## src/rtl/jtsdram_video_pkg.sv

```systemverilog
// Shared definitions for the JTSDRAM per-bank error bar display.
//   COL_FULL / COL_OFF : 4-bit colour levels
//   BAND_H_DEF         : default number of active lines per bank band
//   band_w()           : width of the band index for a given bank count
package jtsdram_video_pkg;

  localparam logic [3:0] COL_FULL   = 4'hF;
  localparam logic [3:0] COL_OFF    = 4'h0;
  localparam int         BAND_H_DEF = 56;

  // clog2 of the bank count, never narrower than one bit so a single-bank
  // build still has a legal index vector.
  function automatic int band_w(input int banks);
    return (banks > 1) ? $clog2(banks) : 1;
  endfunction

endpackage

```

## src/rtl/jtsdram_errcnt.sv

```systemverilog
// Per-bank error bookkeeping for the JTSDRAM video bars.
//   clk, rst_n : clock, asynchronous active-low reset
//   clr        : synchronous clear of count, snapshot, sticky and fresh
//   bad        : error level from the bank checker (edge detected here)
//   snap_en    : one-clk strobe at the start of vertical blank
//   snap       : count captured at the last snap_en
//   sticky     : set by any error since the last clear
//   fresh      : count changed since the previous snapshot
//                (only with JTSDRAM_BLINK_EN defined, otherwise tied 0)
module jtsdram_errcnt
  import jtsdram_video_pkg::*;
#(
  parameter int CW = 8
) (
  input  logic          clk,
  input  logic          rst_n,
  input  logic          clr,
  input  logic          bad,
  input  logic          snap_en,
  output logic [CW-1:0] snap,
  output logic          sticky,
  output logic          fresh
);

  localparam logic [CW-1:0] CMAX = '1;

  logic          prev;
  logic [CW-1:0] cnt;
  logic          rise;

  // prev resets low, so a level already high when reset lifts is one error
  assign rise = bad & ~prev;

  // prev keeps tracking bad even through clr, so a level held across a
  // clear is not counted again when clr drops
  always_ff @(posedge clk or negedge rst_n) begin
    if (!rst_n) prev <= 1'b0;
    else        prev <= bad;
  end

  always_ff @(posedge clk or negedge rst_n) begin
    if (!rst_n) begin
      cnt    <= '0;
      sticky <= 1'b0;
    end else if (clr) begin
      cnt    <= '0;
      sticky <= 1'b0;
    end else if (rise) begin
      if (cnt != CMAX) cnt <= cnt + CW'(1);
      sticky <= 1'b1;
    end
  end

  always_ff @(posedge clk or negedge rst_n) begin
    if (!rst_n)       snap <= '0;
    else if (clr)     snap <= '0;
    else if (snap_en) snap <= cnt;
  end

`ifdef JTSDRAM_BLINK_EN
  // compared against the old snapshot, before it is overwritten
  always_ff @(posedge clk or negedge rst_n) begin
    if (!rst_n)       fresh <= 1'b0;
    else if (clr)     fresh <= 1'b0;
    else if (snap_en) fresh <= (cnt != snap);
  end
`else
  assign fresh = 1'b0;
`endif

endmodule

```

## src/rtl/jtsdram_video_bars.sv

```systemverilog
// Per-bank SDRAM error display for the JTSDRAM tester.
// Each bank gets a horizontal band of BAND_H active lines: a blue separator
// on its first line, then a red bar (length = snapshot count << XSCALE) on a
// green background. Snapshots are taken at every LVBL falling edge, so a
// frame shows the counts as they were when its vertical blank began.
//   clk, rst_n        : clock, asynchronous active-low reset
//   pxl_cen           : pixel clock enable
//   LVBL, LHBL        : vertical / horizontal blank, active low
//   dwnld_busy        : halves every non-zero colour
//   clr               : clears counters, snapshots and sticky flags
//   bad[BANKS]        : per-bank error levels
//   red, green, blue  : registered 4-bit colour
//   err_any           : registered OR of all sticky flags
// Optional macro JTSDRAM_BLINK_EN: a band whose count changed at the last
// snapshot blanks its red segment while frame_cnt[3] is set.
module jtsdram_video_bars
  import jtsdram_video_pkg::*;
#(
  parameter int BANKS  = 4,
  parameter int CW     = 8,
  parameter int BAND_H = BAND_H_DEF,
  parameter int XSCALE = 0
) (
  input  logic             clk,
  input  logic             rst_n,
  input  logic             pxl_cen,
  input  logic             LVBL,
  input  logic             LHBL,
  input  logic             dwnld_busy,
  input  logic             clr,
  input  logic [BANKS-1:0] bad,
  output logic [3:0]       red,
  output logic [3:0]       green,
  output logic [3:0]       blue,
  output logic             err_any
);

  localparam int              BW        = band_w(BANKS);
  localparam int              LW        = (BAND_H > 1) ? $clog2(BAND_H) : 1;
  localparam logic [BW-1:0]   LAST_BAND = BW'(BANKS - 1);
  localparam logic [LW-1:0]   LAST_LINE = LW'(BAND_H - 1);

  logic             lhbl_l, lvbl_l;
  logic             vb_fall, hb_fall;
  logic [3:0]       frame_cnt;
  logic [BW-1:0]    band;
  logic [LW-1:0]    bline;     // line within the current band
  logic             outside;   // past the last band until next vblank
  logic [8:0]       x;
  logic [BANKS-1:0] sticky, fresh;
  logic [CW-1:0]    snap [BANKS];

  // ---------------------------------------------------------------- banks
  for (genvar i = 0; i < BANKS; i++) begin : g_bank
    jtsdram_errcnt #(.CW(CW)) u_errcnt (
      .clk     (clk),
      .rst_n   (rst_n),
      .clr     (clr),
      .bad     (bad[i]),
      .snap_en (vb_fall),
      .snap    (snap[i]),
      .sticky  (sticky[i]),
      .fresh   (fresh[i])
    );
  end

  // -------------------------------------------------------- blank edges
  // The registered copies double as the blanking qualifier for the colour
  // pipeline, so both are tracked every clk rather than on pxl_cen.
  always_ff @(posedge clk or negedge rst_n) begin
    if (!rst_n) begin
      lhbl_l <= 1'b0;
      lvbl_l <= 1'b0;
    end else begin
      lhbl_l <= LHBL;
      lvbl_l <= LVBL;
    end
  end

  assign vb_fall = lvbl_l & ~LVBL;
  assign hb_fall = lhbl_l & ~LHBL;

  always_ff @(posedge clk or negedge rst_n) begin
    if (!rst_n)       frame_cnt <= 4'd0;
    else if (vb_fall) frame_cnt <= frame_cnt + 4'd1;
  end

  // ------------------------------------------------------- line / band
  // The band/line-in-band pair replaces a flat line counter and a divide;
  // once the last band ends the counter parks in 'outside' until vblank.
  always_ff @(posedge clk or negedge rst_n) begin
    if (!rst_n) begin
      band    <= '0;
      bline   <= '0;
      outside <= 1'b0;
    end else if (!LVBL) begin
      band    <= '0;
      bline   <= '0;
      outside <= 1'b0;
    end else if (hb_fall && !outside) begin
      if (bline == LAST_LINE) begin
        bline <= '0;
        if (band == LAST_BAND) outside <= 1'b1;
        else                   band    <= band + BW'(1);
      end else begin
        bline <= bline + LW'(1);
      end
    end
  end

  // --------------------------------------------------------------- pixel
  always_ff @(posedge clk or negedge rst_n) begin
    if (!rst_n)                     x <= 9'd0;
    else if (!LHBL)                 x <= 9'd0;
    else if (pxl_cen && x != 9'h1FF) x <= x + 9'd1;
  end

  // -------------------------------------------------------------- colour
  logic [CW-1:0] snap_sel;
  logic [31:0]   bar_len;
  logic          on_bar, blink_off;
  logic [3:0]    r_n, g_n, b_n;

  always_comb begin
    snap_sel  = snap[band];
    bar_len   = 32'(snap_sel) << XSCALE;
    on_bar    = 32'(x) < bar_len;
    // fresh is constant 0 unless the blink feature is built in
    blink_off = fresh[band] & frame_cnt[3];
    r_n       = COL_OFF;
    g_n       = COL_OFF;
    b_n       = COL_OFF;
    if (lhbl_l && lvbl_l && !outside) begin
      if (bline == '0) begin
        b_n = COL_FULL;
      end else if (on_bar) begin
        if (!blink_off) r_n = COL_FULL;
      end else begin
        g_n = COL_FULL;
      end
    end
    if (dwnld_busy) begin
      r_n = r_n >> 1;
      g_n = g_n >> 1;
      b_n = b_n >> 1;
    end
  end

  always_ff @(posedge clk or negedge rst_n) begin
    if (!rst_n) begin
      red     <= COL_OFF;
      green   <= COL_OFF;
      blue    <= COL_OFF;
      err_any <= 1'b0;
    end else begin
      err_any <= |sticky;
      if (pxl_cen) begin
        red   <= r_n;
        green <= g_n;
        blue  <= b_n;
      end
    end
  end

endmodule
```

## config.mk

```make
export PLATFORM = sky130hd
export DESIGN_NAME = jtsdram_video_bars
export DESIGN_NICKNAME = d
export VERILOG_FILES = /design/src/rtl/jtsdram_video_pkg.sv /design/src/rtl/jtsdram_errcnt.sv /design/src/rtl/jtsdram_video_bars.sv
export SDC_FILE = /design/constraint.sdc
export NUM_CORES = 1
export LEC_CHECK = 0
export BUFFER_PORTS_ARGS = -buffer_cell sky130_fd_sc_hd__buf_4
export CAP_MARGIN = 20
export CORE_MARGIN = 3
export CORE_UTILIZATION = 33
export CTS_BUF_LIST = sky130_fd_sc_hd__clkbuf_8
export DETAILED_ROUTE_END_ITERATION = 16
export HOLD_SLACK_MARGIN = 0.05
export SYNTH_ARGS = -nofsm -noshare
export SYNTH_HDL_FRONTEND = slang
export SYNTH_SLANG_ARGS = --single-unit
```

## constraint.sdc

```tcl
create_clock -name clk -period 4.1 [get_ports clk]
set_input_delay 0.205 -clock clk [delete_from_list [all_inputs] [get_ports clk]]
set_output_delay 0.205 -clock clk [all_outputs]
set_load 0.01 [all_outputs]
```

Word level (Yosys, flattened, before mapping). Cells that the tools add are included.

Bits in registers: 109. Logic and storage cells: 144. Output and inout port bits: 13.

Multiplexer cells: 58. Eq/ne operators: 12. Order comparisons: 3. Add/subtract/negate cells: 8. Reductions and logical operators: 22. Bitwise gates (word level): 14.

Operators with widths (number): $mux W8 (22); $mux W4 (12); $add A8 B1 Y8 const B (4); $ne A8 B8 Y1 const B (4); $mux W6 (3); $mux W9 (2); $reduce_bool A2 Y1 (9); $bmux W8 S2 (1); $mux W1 (13); $add A9 B1 Y9 const B (1); $lt A9 B8 Y1 (1); $ne A9 B9 Y1 const B (1); $mux W2 (4); $ne A2 B1 Y1 const B (4); $reduce_and A2 Y1 (4); $and A1 B1 Y1 (7); $add A6 B1 Y6 const B (1); $eq A6 B6 Y1 const B (1); $logic_not A6 Y1 (1); $not A1 Y1 (6); $reduce_and A3 Y1 (2); $add A4 B1 Y4 const B (1); $logic_and A1 B1 Y1 (4); $reduce_or A4 Y1 (1); other kinds (8) (8).

Logic depth before layout (Yosys ltp). Gate-level depths: netlist (run 1).

Word-level depth: 9. Depth in mapped cells: 9.

Cells and area by module. From an unflattened synthesis (run 1), not the netlist that was laid out.

Cell total of the unflattened synthesis: 487. Area total of the unflattened synthesis: 5402.7 µm².

By module, submodules not included: jtsdram_errcnt (cells an instance 77, area an instance 860.8 µm², instances 4); jtsdram_video_bars (cells an instance 179, area an instance 1959.4 µm², instances 1).

Least setup slack after synthesis (run 1). OpenSTA, ideal clock, no wires.

Path type: register -> register. From: register band[0]. To: register red[3]. Arrival time: 2.094 ns. Library setup time: 0.101 ns. Period minus slack after synthesis: 2.194 ns. Stages on the path, launching flop included: 9. Buffers on the path: 1. Slack: 1.906 ns. Path through: dfrtp_1 -> buf_6 -> mux4_1 -> inv_1 -> ha_1 -> a21o_1 -> a211oi_1 -> o211ai_1 -> o32ai_1.

Word-level cells in the longest chain between the ends: 9. Elaborated cells on any way between the ends: 13.

RTL lines: start: declaration (RTL line jtsdram_video_bars.sv:46) `logic [BW-1:0] band;`; start signal: assignment (RTL line jtsdram_video_bars.sv:104) `else band <= band + BW'(1);`; $not A2 Y3 (implied by the code) (RTL line jtsdram_video_bars.sv:125) `snap_sel = snap[band];`; $bmux W8 S2 (RTL line jtsdram_video_bars.sv:125); $mux W8 (implied by the code) (2 in a row) (RTL line jtsdram_video_bars.sv:125); $lt A9 B8 Y1 (RTL line jtsdram_video_bars.sv:127) `on_bar = 32'(x) < bar_len;`; $mux W4 * (RTL line jtsdram_video_bars.sv:136) `end else if (on_bar) begin`; $mux W4 * (RTL line jtsdram_video_bars.sv:134) `if (bline == '0) begin`; $mux W4 * (RTL line jtsdram_video_bars.sv:133) `if (lhbl_l && lvbl_l && !outside) begin`; $mux W4 * (RTL line jtsdram_video_bars.sv:142) `if (dwnld_busy) begin`; end signal: assignment (RTL line jtsdram_video_bars.sv:158) `red <= r_n;`; end: declaration (RTL line jtsdram_video_bars.sv:32) `output logic [3:0] red,`.

Every way passes the cells marked *; elsewhere a longest branch is shown, timed or not. The select of a mux whose other input is x is not followed. A chain may end at the register's enable or synchronous reset.

Final worst setup path (run 1). Same ends and word-level chain as after synthesis.

==> results of run 1 <==
==> sequential cells by signal (all words and copies together) (netlist names) <==
| name | cells |
|---|---|
| band | 2 |
| bline | 6 |
| blue | 2 |
| err_any | 1 |
| g_bank.u_errcnt.cnt | 32 |
| g_bank.u_errcnt.prev | 4 |
| g_bank.u_errcnt.snap | 32 |
| g_bank.u_errcnt.sticky | 4 |
| green | 2 |
| lhbl_l | 1 |
| lvbl_l | 1 |
| outside | 1 |
| red | 2 |
| x | 9 |
==> timing repair <==
action                                 CTS  global route
buffers inserted                         0             0
hold buffers                             8             0
endpoints found under the hold margin   80             0
==> cell families after synthesis <==
kind of cell             Yosys count
AND/OR/NAND/NOR                  141
flip-flops                        99
AO/OA/AOI/OAI                     91
buffers and inverters             47
multiplexers                      22
XOR/XNOR                          17
adder cells (fa/ha/maj)           16
==> area by class of cell <==
type	count	area, µm²
Clock buffer	9	124
Timing Repair Buffer	34	295
Clock inverter	7	70.1
Fill cell	1377	8670
Multi-Input combinational cell	287	2150
Inverter	22	82.6
Tap cell	180	225
Sequential cell	99	2480
==> final timing paths <==
path | from | end | slack [ps] | cells past startpoint
worst min register to register | g_bank[3].u_errcnt.sticky | err_any | 490 | 1
worst max-delay path | band[0] | red[3] | 1570 | 7
worst max register to register | band[0] | red[3] | 1570 | 7
max in group asynchronous | rst_n | bline[0] | 2660 | 3
worst min-delay path | pxl_cen | green[3] | 100 | 2
min in group asynchronous | rst_n | g_bank[2].u_errcnt.sticky | 500 | 2
==> cell usage after synthesis (2+ instances only) <==
| cell type | instances | area [µm²] |
|---|---|---|
| a211oi_1 | 5 | 37.5 |
| a21o_1 | 2 | 15.0 |
| a21oi_1 | 12 | 60.1 |
| a22o_1 | 32 | 280 |
| a31oi_1 | 4 | 25.0 |
| and2_1 | 7 | 43.8 |
| and3_1 | 8 | 50.1 |
| and4b_1 | 2 | 20.0 |
| buf_4 | 7 | 52.6 |
| buf_6 | 2 | 22.5 |
| clkbuf_1 | 16 | 60.1 |
| dfrtp_1 | 99 | 2480 |
| ha_1 | 16 | 200 |
| inv_1 | 22 | 82.6 |
| mux2_2 | 8 | 90.1 |
| mux2i_1 | 6 | 60.1 |
| mux4_1 | 7 | 184 |
| nand2_1 | 20 | 75.1 |
| nand2b_1 | 2 | 12.5 |
| nand3_1 | 14 | 70.1 |
| nand3b_1 | 2 | 15.0 |
| nand4_1 | 10 | 62.6 |
| nor2_1 | 35 | 131 |
| nor2b_1 | 13 | 81.3 |
| nor3_1 | 10 | 50.1 |
| nor3b_1 | 3 | 22.5 |
| nor4_1 | 2 | 12.5 |
| nor4b_1 | 2 | 17.5 |
| o211ai_1 | 8 | 60.1 |
| o21a_1 | 3 | 22.5 |
| o21ai_0 | 8 | 40.0 |
| o22ai_1 | 3 | 18.8 |
| o31ai_1 | 2 | 15.0 |
| or4_1 | 6 | 45.0 |
| xnor2_1 | 9 | 78.8 |
| xor2_1 | 8 | 70.1 |
==> worst max-delay path: stages (launching register included) <==
cell and delay (ps):
dfrtp_1 630, mux4_1 600, inv_1 70, ha_1 230, a21o_1 180, a211oi_1 310, o211ai_1 180, o32ai_1 240
==> metal layers <==
layer	vias to the layer above	share of wire
li1	1627	-
met1	1660	0.51
met2	35	0.45
met3	7	0.027
met4	0	0.011
met5	-	0
==> power groups by stage <==
stage / Combinational [W] / Clock [W] / Sequential, W
floorplan: 0.0000879 / 0 / 0.00104
global placement: 0.000138 / 0 / 0.00105
detailed placement: 0.000145 / 0 / 0.00105
CTS: 0.000152 / 0.000644 / 0.00103
global route: 0.000172 / 0.000684 / 0.00104
finish: 0.000151 / 0.000625 / 0.00103
==> stage by stage <==
step / cell area, µm² / cells
floorplan: 4840 / 433
global placement: 5120 / 613
detailed placement: 5120 / 613
CTS: 5400 / 637
global route: 5430 / 638
finish: 5430 / 638
==> results.md, run 1 <==
* Status: finished clean
* Synthesized cell area at between 4000 and 5000 µm²
* Sw Share at 0.256
* Share of cells above drive strength 1 at 0.118
* Synth Area in Simple Gates at 0.156
* H-tree depth at 3
* Max Freq at around 0.39 GHz
* M2 GR Usage at 0.194
* Die extent in x at about 130 µm
* Fin. Hold Viols at 0
* I/O pin count at 24
* Num rows at 43
* CTS Sinks at between 90 and 100
* Final period demand of the worst path at between 2000 and 3000 ps
* Cts repair resizes at 0
* VDD IR max at approximately 0.0002 V
* Unrepaired setup endpoints after global routing: false
* Met3 Use GR at 0.0309
* Largest net degree at the start of global routing at between 70 and 80
* Setup-failing EPs final at 0
* Setup TNS at 0 ps
* GRT met1 Usage at 0.184
* Hold Path Class: in2reg
* Clk_skew at around 10 ps
* Number of distinct library cells after synthesis at 54
* Clk slew on worst S/H paths at approximately 90 ps
* Largest family of logic cells by synthesized area: simple AND/OR/NAND/NOR gates
* Iter 0 DRT Violations at a little over 200
* N_diodes at 0
* Post-DRT Antenna Nets at 0
* Post-synthesis mux area share at 0.0736
* P&R area growth vs syn at 12.0%
* Final Net Count at 480
* Main synth FF type: dfrtp_1
* Nature of the critical path endpoint: flip-flop
* Drc violations at 0
* Commonest non-fill, non-tap cell in the layout: dfrtp_1
* Post-synthesis cell count at around 430
* PwrDens at between 300 and 400 nW/µm²
* Place WS at around 1600 ps
* CP required at about 4400 ps
* Worst Path Arrival at approximately 2800 ps
* Fraction of registers with async set/reset at 1.00
* Maximum clock insertion buffer count at 2
* Detailed Routing Iterations Pass 1 at 4
* Xor-xnor portion of the synthesized cell area at 0.0307
* Die area at 16200 µm²
* Compound-Gate Fraction of Synth Area at 0.142
* Avg Cell Area, Syn at roughly 11 µm²
* Syn Nets at between 400 and 500
* Vias in the first global route at 3319
* Post-DP HPWL at 6890 µm
* Power share of the clock group at 0.346
* WHS at ~100 ps
* CTS tree: yes
* Sequential share of power at 0.571
* Clk_lat worst skew at around 360 ps
* Final worst path period share at 0.618
* Total grt overflow at 0
* Most frequent cells in the layout: dfrtp_1 (99), nor2_1 (35), a22o_1 (32)
* Total number of vias at roughly 3300
* Vias per cell at about 5.2
* Worst-Margin Slew at 930 ps
* Routed WL at 9850 µm
* Layer carrying the most global-route usage: met2
* Sequential area share after synthesis at 0.512
* Gpl congestion at between 0.8 and 0.9
* Synth Area in Adders at 0.0413
* Routed len/inst at between 15 and 20 µm
* Int Pwr at 0.00134 W
* WS Path Type: reg2reg
* Max-slew headroom at 0.380
* CORE AREA at 14100 µm²
* Initial antenna violation count at 0
* Tot GR Track Use at 0.128
* Crit start category: flip-flop
* CTS root buf: clkbuf_8
* Die H at 127 µm
* Initial Utilization at 0.344
* Number of synthesized register bits at 99
* Leak at between 2 and 2.5 nW
* Post-synth EDFFs at 0
* Ys Warns at 0
* Gate power share at 0.084
* Max FO, Critical Path at 10
* Slew Limit Fails at 0
* Final worst slack at 1570 ps
* Max-cap violations at 0
* Buffers added on ports at 23
* Overall Power at roughly 0.0018 W
* Fin util at 0.385
* TritonCTS buffer count at 9
* Sw power at ~0.00046 W
* Global-route wire length before repair at between 15000 and 20000 µm
Note: power is estimated with default switching activity, not from simulation.
==> run 2, diff against run 1 <==
Clock period 4.1 ns to 2.21 ns, I/O delays scaled along.
==> run 2 against run 1 <==
  * The flow now finishes with violations (negative setup slack)
  * Final area up 2.7%
  * Critical endpoint is now green[3]
  * Worst hold slack improved by 170 ps
  * Highest routed layer unchanged
  * Non-clock buffer count up 19
  * Core utilization grew 1.0 points
  * Clock-buffer cell count unchanged
  * Total power up 80%
  * Die area is the same
  * Global-route usage is 0.51 points higher
  * Sequential power increased by 85%
  * Sequential share of layout area down 1.2 points
  * Register-to-register slack lost 1600 ps
  * Maximum frequency increased by 14%
==> results.md, run 2 (same netlist as run 1, synthesis figures left out) <==
* Routed WL at 10200 µm (was 9850 µm)
* Most frequent cells in the layout: dfrtp_1 (99), buf_4 (40), nor2_1 (35) (was dfrtp_1 (99), nor2_1 (35), a22o_1 (32))
* Fin util at 0.395 (was 0.385)
* Post-DP HPWL at 7190 µm (was 6890 µm)
* Maximum clock insertion buffer count at 2 (unchanged)
* Iter 0 DRT Violations at 255 (was 204)
* Clk slew on worst S/H paths at 100 ps (was 90 ps)
* Crit start category: flip-flop (unchanged)
* CORE AREA at 14100 µm² (unchanged)
* Share of cells above drive strength 1 at 0.164 (was 0.118)
* CTS root buf: clkbuf_8 (unchanged)
* Slew Limit Fails at 0 (unchanged)
* Clk_skew at 6.75 ps (was 10.0 ps)
* Routed len/inst at 15.5 µm (was 15.4 µm)
* PwrDens at 584 nW/µm² (was 333 nW/µm²)
* Total number of vias at 3412 (was 3329)
* Commonest non-fill, non-tap cell in the layout: dfrtp_1 (unchanged)
* Place WS at -72.8 ps (was 1550 ps)
* Multi-input logic area at 2160 µm² (was 2150 µm²)
* CTS tree: yes (unchanged)
* Overall Power at 0.00325 W (was 0.00181 W)
* Max-slew headroom at 0.578 (was 0.380)
* CTS Sinks at 99 (unchanged)
* Max Freq at 0.451 GHz (was 0.395 GHz)
* Clk_lat worst skew at 370 ps (was 360 ps)
* Initial antenna violation count at 0 (unchanged)
* Detailed Routing Iterations Pass 1 at 5 (was 4)
* WS Path Type: reg2reg (unchanged)
* Failing checks: negative setup slack
* CP required at 2490 ps (was 4370 ps)
* Buffers added on ports at 23 (unchanged)
* Gpl congestion at 0.831 (was 0.847)
* Placed Area at 5230 µm² (was 5120 µm²)
* Final worst path period share at 1.00 (was 0.618)
* VDD IR max at 0.000247 V (was 0.000201 V)
* Num rows at 43 (unchanged)
* Die extent in x at 127 µm (unchanged)
* Hold Path Class: in2async (was in2reg)
* Max FO, Critical Path at 7 (was 10)
* Initial Utilization at 0.344 (unchanged)
* N_diodes at 0 (unchanged)
* Nature of the critical path endpoint: flip-flop (unchanged)
* Largest net degree at the start of global routing at 55 (was 75)
* Global-route wire length before repair at 17500 µm (was 16800 µm)
* H-tree depth at 3 (unchanged)
* Leak at 2.51 nW (was 2.44 nW)
* Setup-failing EPs final at 1 (was 0)
* Final worst slack at -8.25 ps (was 1570 ps)
* Worst Path Arrival at 2500 ps (was 2800 ps)
* Vias per cell at 5.19 (was 5.22)
* Worst-Margin Slew at 632 ps (was 930 ps)
* Tot GR Track Use at 0.133 (was 0.128)
* TritonCTS buffer count at 9 (unchanged)
* Unrepaired setup endpoints after global routing: true (was false)
* Fin. Hold Viols at 0 (unchanged)
* I/O pin count at 24 (unchanged)
* Drc violations at 0 (unchanged)
* Fillers at 1383 (was 1377)
* Setup TNS at -8.25 ps (was 0 ps)
* Post-DRT Antenna Nets at 0 (unchanged)
* Max-cap violations at 0 (unchanged)
* Die H at 127 µm (unchanged)
* P&R area growth vs syn at 15.0% (was 12.0%)
* Final period demand of the worst path at 2220 ps (was 2530 ps)
* Total grt overflow at 0 (unchanged)
* Final instance area at 5570 µm² (was 5430 µm²)
* Die area at 16200 µm² (unchanged)
* Biggest regs: g_bank.u_errcnt.cnt x32, g_bank.u_errcnt.snap x32, x x9 (unchanged)
* Status: finished with violations (was finished clean)
* FF+latch area at 2480 µm² (unchanged)
* Vias in the first global route at 3470 (was 3319)
* Final Net Count at 499 (was 480)
==> run 2: report_power, final <==
group          internal, W  leakage, nW  switching (W)
registers          0.00186         1.35      0.0000520
clock network     0.000405       0.0805       0.000637
logic             0.000128         1.08       0.000168
total              0.00239         2.51       0.000858
==> run 2: layout make-up <==
class / count / area share
Clock buffer: 9 / 0.0222
Clock inverter: 7 / 0.00831
Inverter: 22 / 0.0148
Multi-Input combinational cell: 287 / 0.387
Sequential cell: 99 / 0.445
Tap cell: 180 / 0.0404
Timing Repair Buffer: 53 / 0.0820
==> run 2: worst paths after layout <==
kind	start	to	slack, ps	cells past startpoint
setup / recovery	band[0]	green[3]	-8	8
hold / removal	rst_n	g_bank[0].u_errcnt.sticky	270	2
setup reg to reg	band[0]	green[3]	-8	8
hold reg to reg	g_bank[2].u_errcnt.sticky	err_any	490	1
max in group asynchronous	rst_n	blue[2]	1190	3
min in group clk	bad[3]	g_bank[3].u_errcnt.prev	390	2
==> run 2: worst max-delay path, cell delays in order (launching register included) <==
cell	delay, ps
dfrtp_1	370
buf_6	140
mux4_2	500
inv_2	90
ha_4	130
nand4b_1	110
a2111o_1	430
o211a_1	150
o32ai_2	200
==> run 2: timing repair <==
action	CTS	global route
gates resized for setup	8	1
endpoints found under the hold margin	59	0
pin swaps	7	2
hold buffers	10	0
endpoints found under the setup margin	4	4
setup buffers	5	0
==> run 2: stage by stage <==
stage,instances,hold WS [ps]
after floorplan,433,-185
after global placement,625,157
after detailed placement,625,168
after CTS,656,289
after global routing,657,323
final,657,272
==> run 2: layer usage <==
layer,wire (µm),vias to the layer above,share of wire,GRT usage
met5,0,-,0,0
met1,5310,1690,0.52,0.192
li1,-,1656,-,-
met3,251,7,0.025,0.0318
met2,4550,59,0.45,0.203
met4,77,0,0.0076,0.0334
==> run 3, diff against run 2 <==
Settings changed: MAX_ROUTING_LAYER set to met4.
==> run 3 against run 2 <==
  * The run still ends with negative setup slack left
  * Final area stayed put
  * Sequential share of layout area stayed put
  * Highest routed layer unchanged
  * Critical path depth did not move
  * Routed wire length down 0.23%
  * Maximum frequency is essentially flat
==> results.md, run 3 (same netlist as run 1, synthesis figures left out) <==
* Final period demand of the worst path at 2220 ps (about the same)
* Num rows at 43 (unchanged)
* Fin. Hold Viols at 0 (unchanged)
* Vias per cell at 5.22 (was 5.19)
* P&R area growth vs syn at 15.0% (unchanged)
* N_diodes at 0 (unchanged)
* Final worst path period share at 1.00 (about the same)
* Worst path slowest cell: mux4_2 (unchanged)
* Total number of vias at 3432 (was 3412)
* Vias in the first global route at 3463 (was 3470)
* CORE AREA at 14100 µm² (unchanged)
* Maximum clock insertion buffer count at 2 (unchanged)
* Max Freq at 0.451 GHz (about the same)
* PwrDens at 583 nW/µm² (was 584 nW/µm²)
* Status: finished with violations (unchanged)
* Crit path depth at 8 (unchanged)
* Max-cap violations at 0 (unchanged)
* I/O pin count at 24 (unchanged)
* Max-slew headroom at 0.581 (was 0.578)
* Failing checks: negative setup slack (unchanged)
* WP buf/inv at 2 (unchanged)
* Iter 0 DRT Violations at 247 (was 255)
* Clk slew on worst S/H paths at 100 ps (about the same)
* Unrepaired setup endpoints after global routing: true (unchanged)
* Die area at 16200 µm² (unchanged)
* Detailed Routing Iterations Pass 1 at 4 (was 5)
* Leak at 2.51 nW (unchanged)
* Worst Path Arrival at 2490 ps (was 2500 ps)
* CTS root buf: clkbuf_8 (unchanged)
* Worst-Margin Slew at 629 ps (was 632 ps)
* Max FO, Critical Path at 7 (unchanged)
* CTS Sinks at 99 (unchanged)
* Post-DP HPWL at 7190 µm (unchanged)
* Slew Limit Fails at 0 (unchanged)
* TritonCTS buffer count at 9 (unchanged)
* CP top delay family: compound AO/OA/AOI/OAI gates (unchanged)
* Routed len/inst at 15.5 µm (about the same)
* Setup-failing EPs final at 1 (unchanged)
* VDD IR max at 0.000247 V (about the same)
* Nature of the critical path endpoint: flip-flop (unchanged)
* Initial Utilization at 0.344 (unchanged)
* Gpl congestion at 0.844 (was 0.831)
* Biggest regs: g_bank.u_errcnt.cnt x32, g_bank.u_errcnt.snap x32, x x9 (unchanged)
* WHS at 272 ps (about the same)
* Clk_skew at 8.19 ps (was 6.75 ps)
* Clk_lat worst skew at 370 ps (about the same)
* Post-DRT Antenna Nets at 0 (unchanged)
* Most frequent cells in the layout: dfrtp_1 (99), buf_4 (40), nor2_1 (35) (unchanged)
* Crit start category: flip-flop (unchanged)
* Total grt overflow at 0 (unchanged)
* Buffers added on ports at 23 (unchanged)
* Tot GR Track Use at 0.137 (was 0.133)
* Final worst slack at -7.46 ps (was -8.25 ps)
* CTS tree: yes (unchanged)
* Setup TNS at -7.46 ps (was -8.25 ps)
* CP required at 2490 ps (about the same)
* H-tree depth at 3 (unchanged)
* Drc violations at 0 (unchanged)
* Final Net Count at 499 (unchanged)
* Largest net degree at the start of global routing at 55 (unchanged)
* R2R cell count at 8 (unchanged)
* Hold Path Class: in2async (unchanged)
* Die extent in x at 127 µm (unchanged)
* Initial antenna violation count at 0 (unchanged)
* Share of cells above drive strength 1 at 0.164 (unchanged)
* WS Path Type: reg2reg (unchanged)
* Max incr delay on CP at 510 ps (was 500 ps)
* Commonest non-fill, non-tap cell in the layout: dfrtp_1 (unchanged)
* Routed WL at 10200 µm (about the same)
* Die H at 127 µm (unchanged)
* Global-route wire length before repair at 17500 µm (about the same)
* Cells along the critical path: buf_6 > mux4_2 > inv_2 > ha_4 > nand4b_1 > a2111o_1 > o211a_1 > o32ai_2 (unchanged)
run 3: cell counts in the layout (fill, tap and decap cells not counted):
No cell type changed its count.
run 3: worst paths after layout:
path | slack, ps | end | start
max in group asynchronous | 1190 | g_bank[3].u_errcnt.snap[1] | rst_n
worst max-delay path | -7 | green[3] | band[0]
min in group clk | 390 | g_bank[3].u_errcnt.prev | bad[3]
worst max register to register | -7 | green[3] | band[0]
worst min-delay path | 270 | g_bank[0].u_errcnt.sticky | rst_n
worst min register to register | 490 | err_any | g_bank[2].u_errcnt.sticky
run 3: where the power goes:
part,total (W),leakage [nW],switching (W),internal [W]
clock network,0.00104,0.0805,0.000633,0.000405
registers,0.00191,1.35,0.0000522,0.00186
logic,0.000296,1.08,0.000168,0.000128
run 3: layout make-up:
cell class | count | area (µm²)
clock buffer | 9 | 124
timing repair buffer | 53 | 457
sequential | 99 | 2480
fill | 1383 | 8530
tap | 180 | 225
multi-input combinational | 287 | 2160
inverter | 22 | 82.6
clock inverter | 7 | 46.3
run 3: per-layer routing:
metal  part of all wire  routed length [µm]  GRT usage  up-vias
met2               0.45                4560      0.203       57
met5                  0                   0          -        -
met3              0.031                 316     0.0318        9
li1                   -                   -          -     1657
met4              0.011                 112     0.0334        0
met1               0.51                5180      0.192     1709
run 3: metrics by stage:
step | power, W | setup slack [ps] | utilization | cells | area (µm²)
floorplan | 0.00210 | 15.5 | - | 433 | 4840
finish | 0.00325 | -7.46 | 0.395 | 657 | 5570
detailed placement | 0.00223 | -72.8 | 0.371 | 625 | 5230
CTS | 0.00329 | -15.8 | 0.394 | 656 | 5550
global placement | 0.00222 | 35.0 | 0.371 | 625 | 5230
global route | 0.00342 | -118 | 0.395 | 657 | 5570
run 3: repair_timing:
item                                    in CTS  in global routing
endpoints found under the hold margin       59                  0
pin swaps                                    7                  2
resized for setup                            8                  1
hold buffers                                10                  0
setup buffers                                5                  0
endpoints found under the setup margin       4                  4
run 3: worst register-to-register path: cells and delay by family (launching register included):
| family | cells | cell delay [ps] |
|---|---|---|
| adders and majority gates | 1 | 130 |
| muxes | 1 | 510 |
| and+or+nand+nor | 1 | 110 |
| DFF | 1 | 370 |
| buffers and inverters | 2 | 240 |
| AOI/OAI and AO/OA | 3 | 780 |
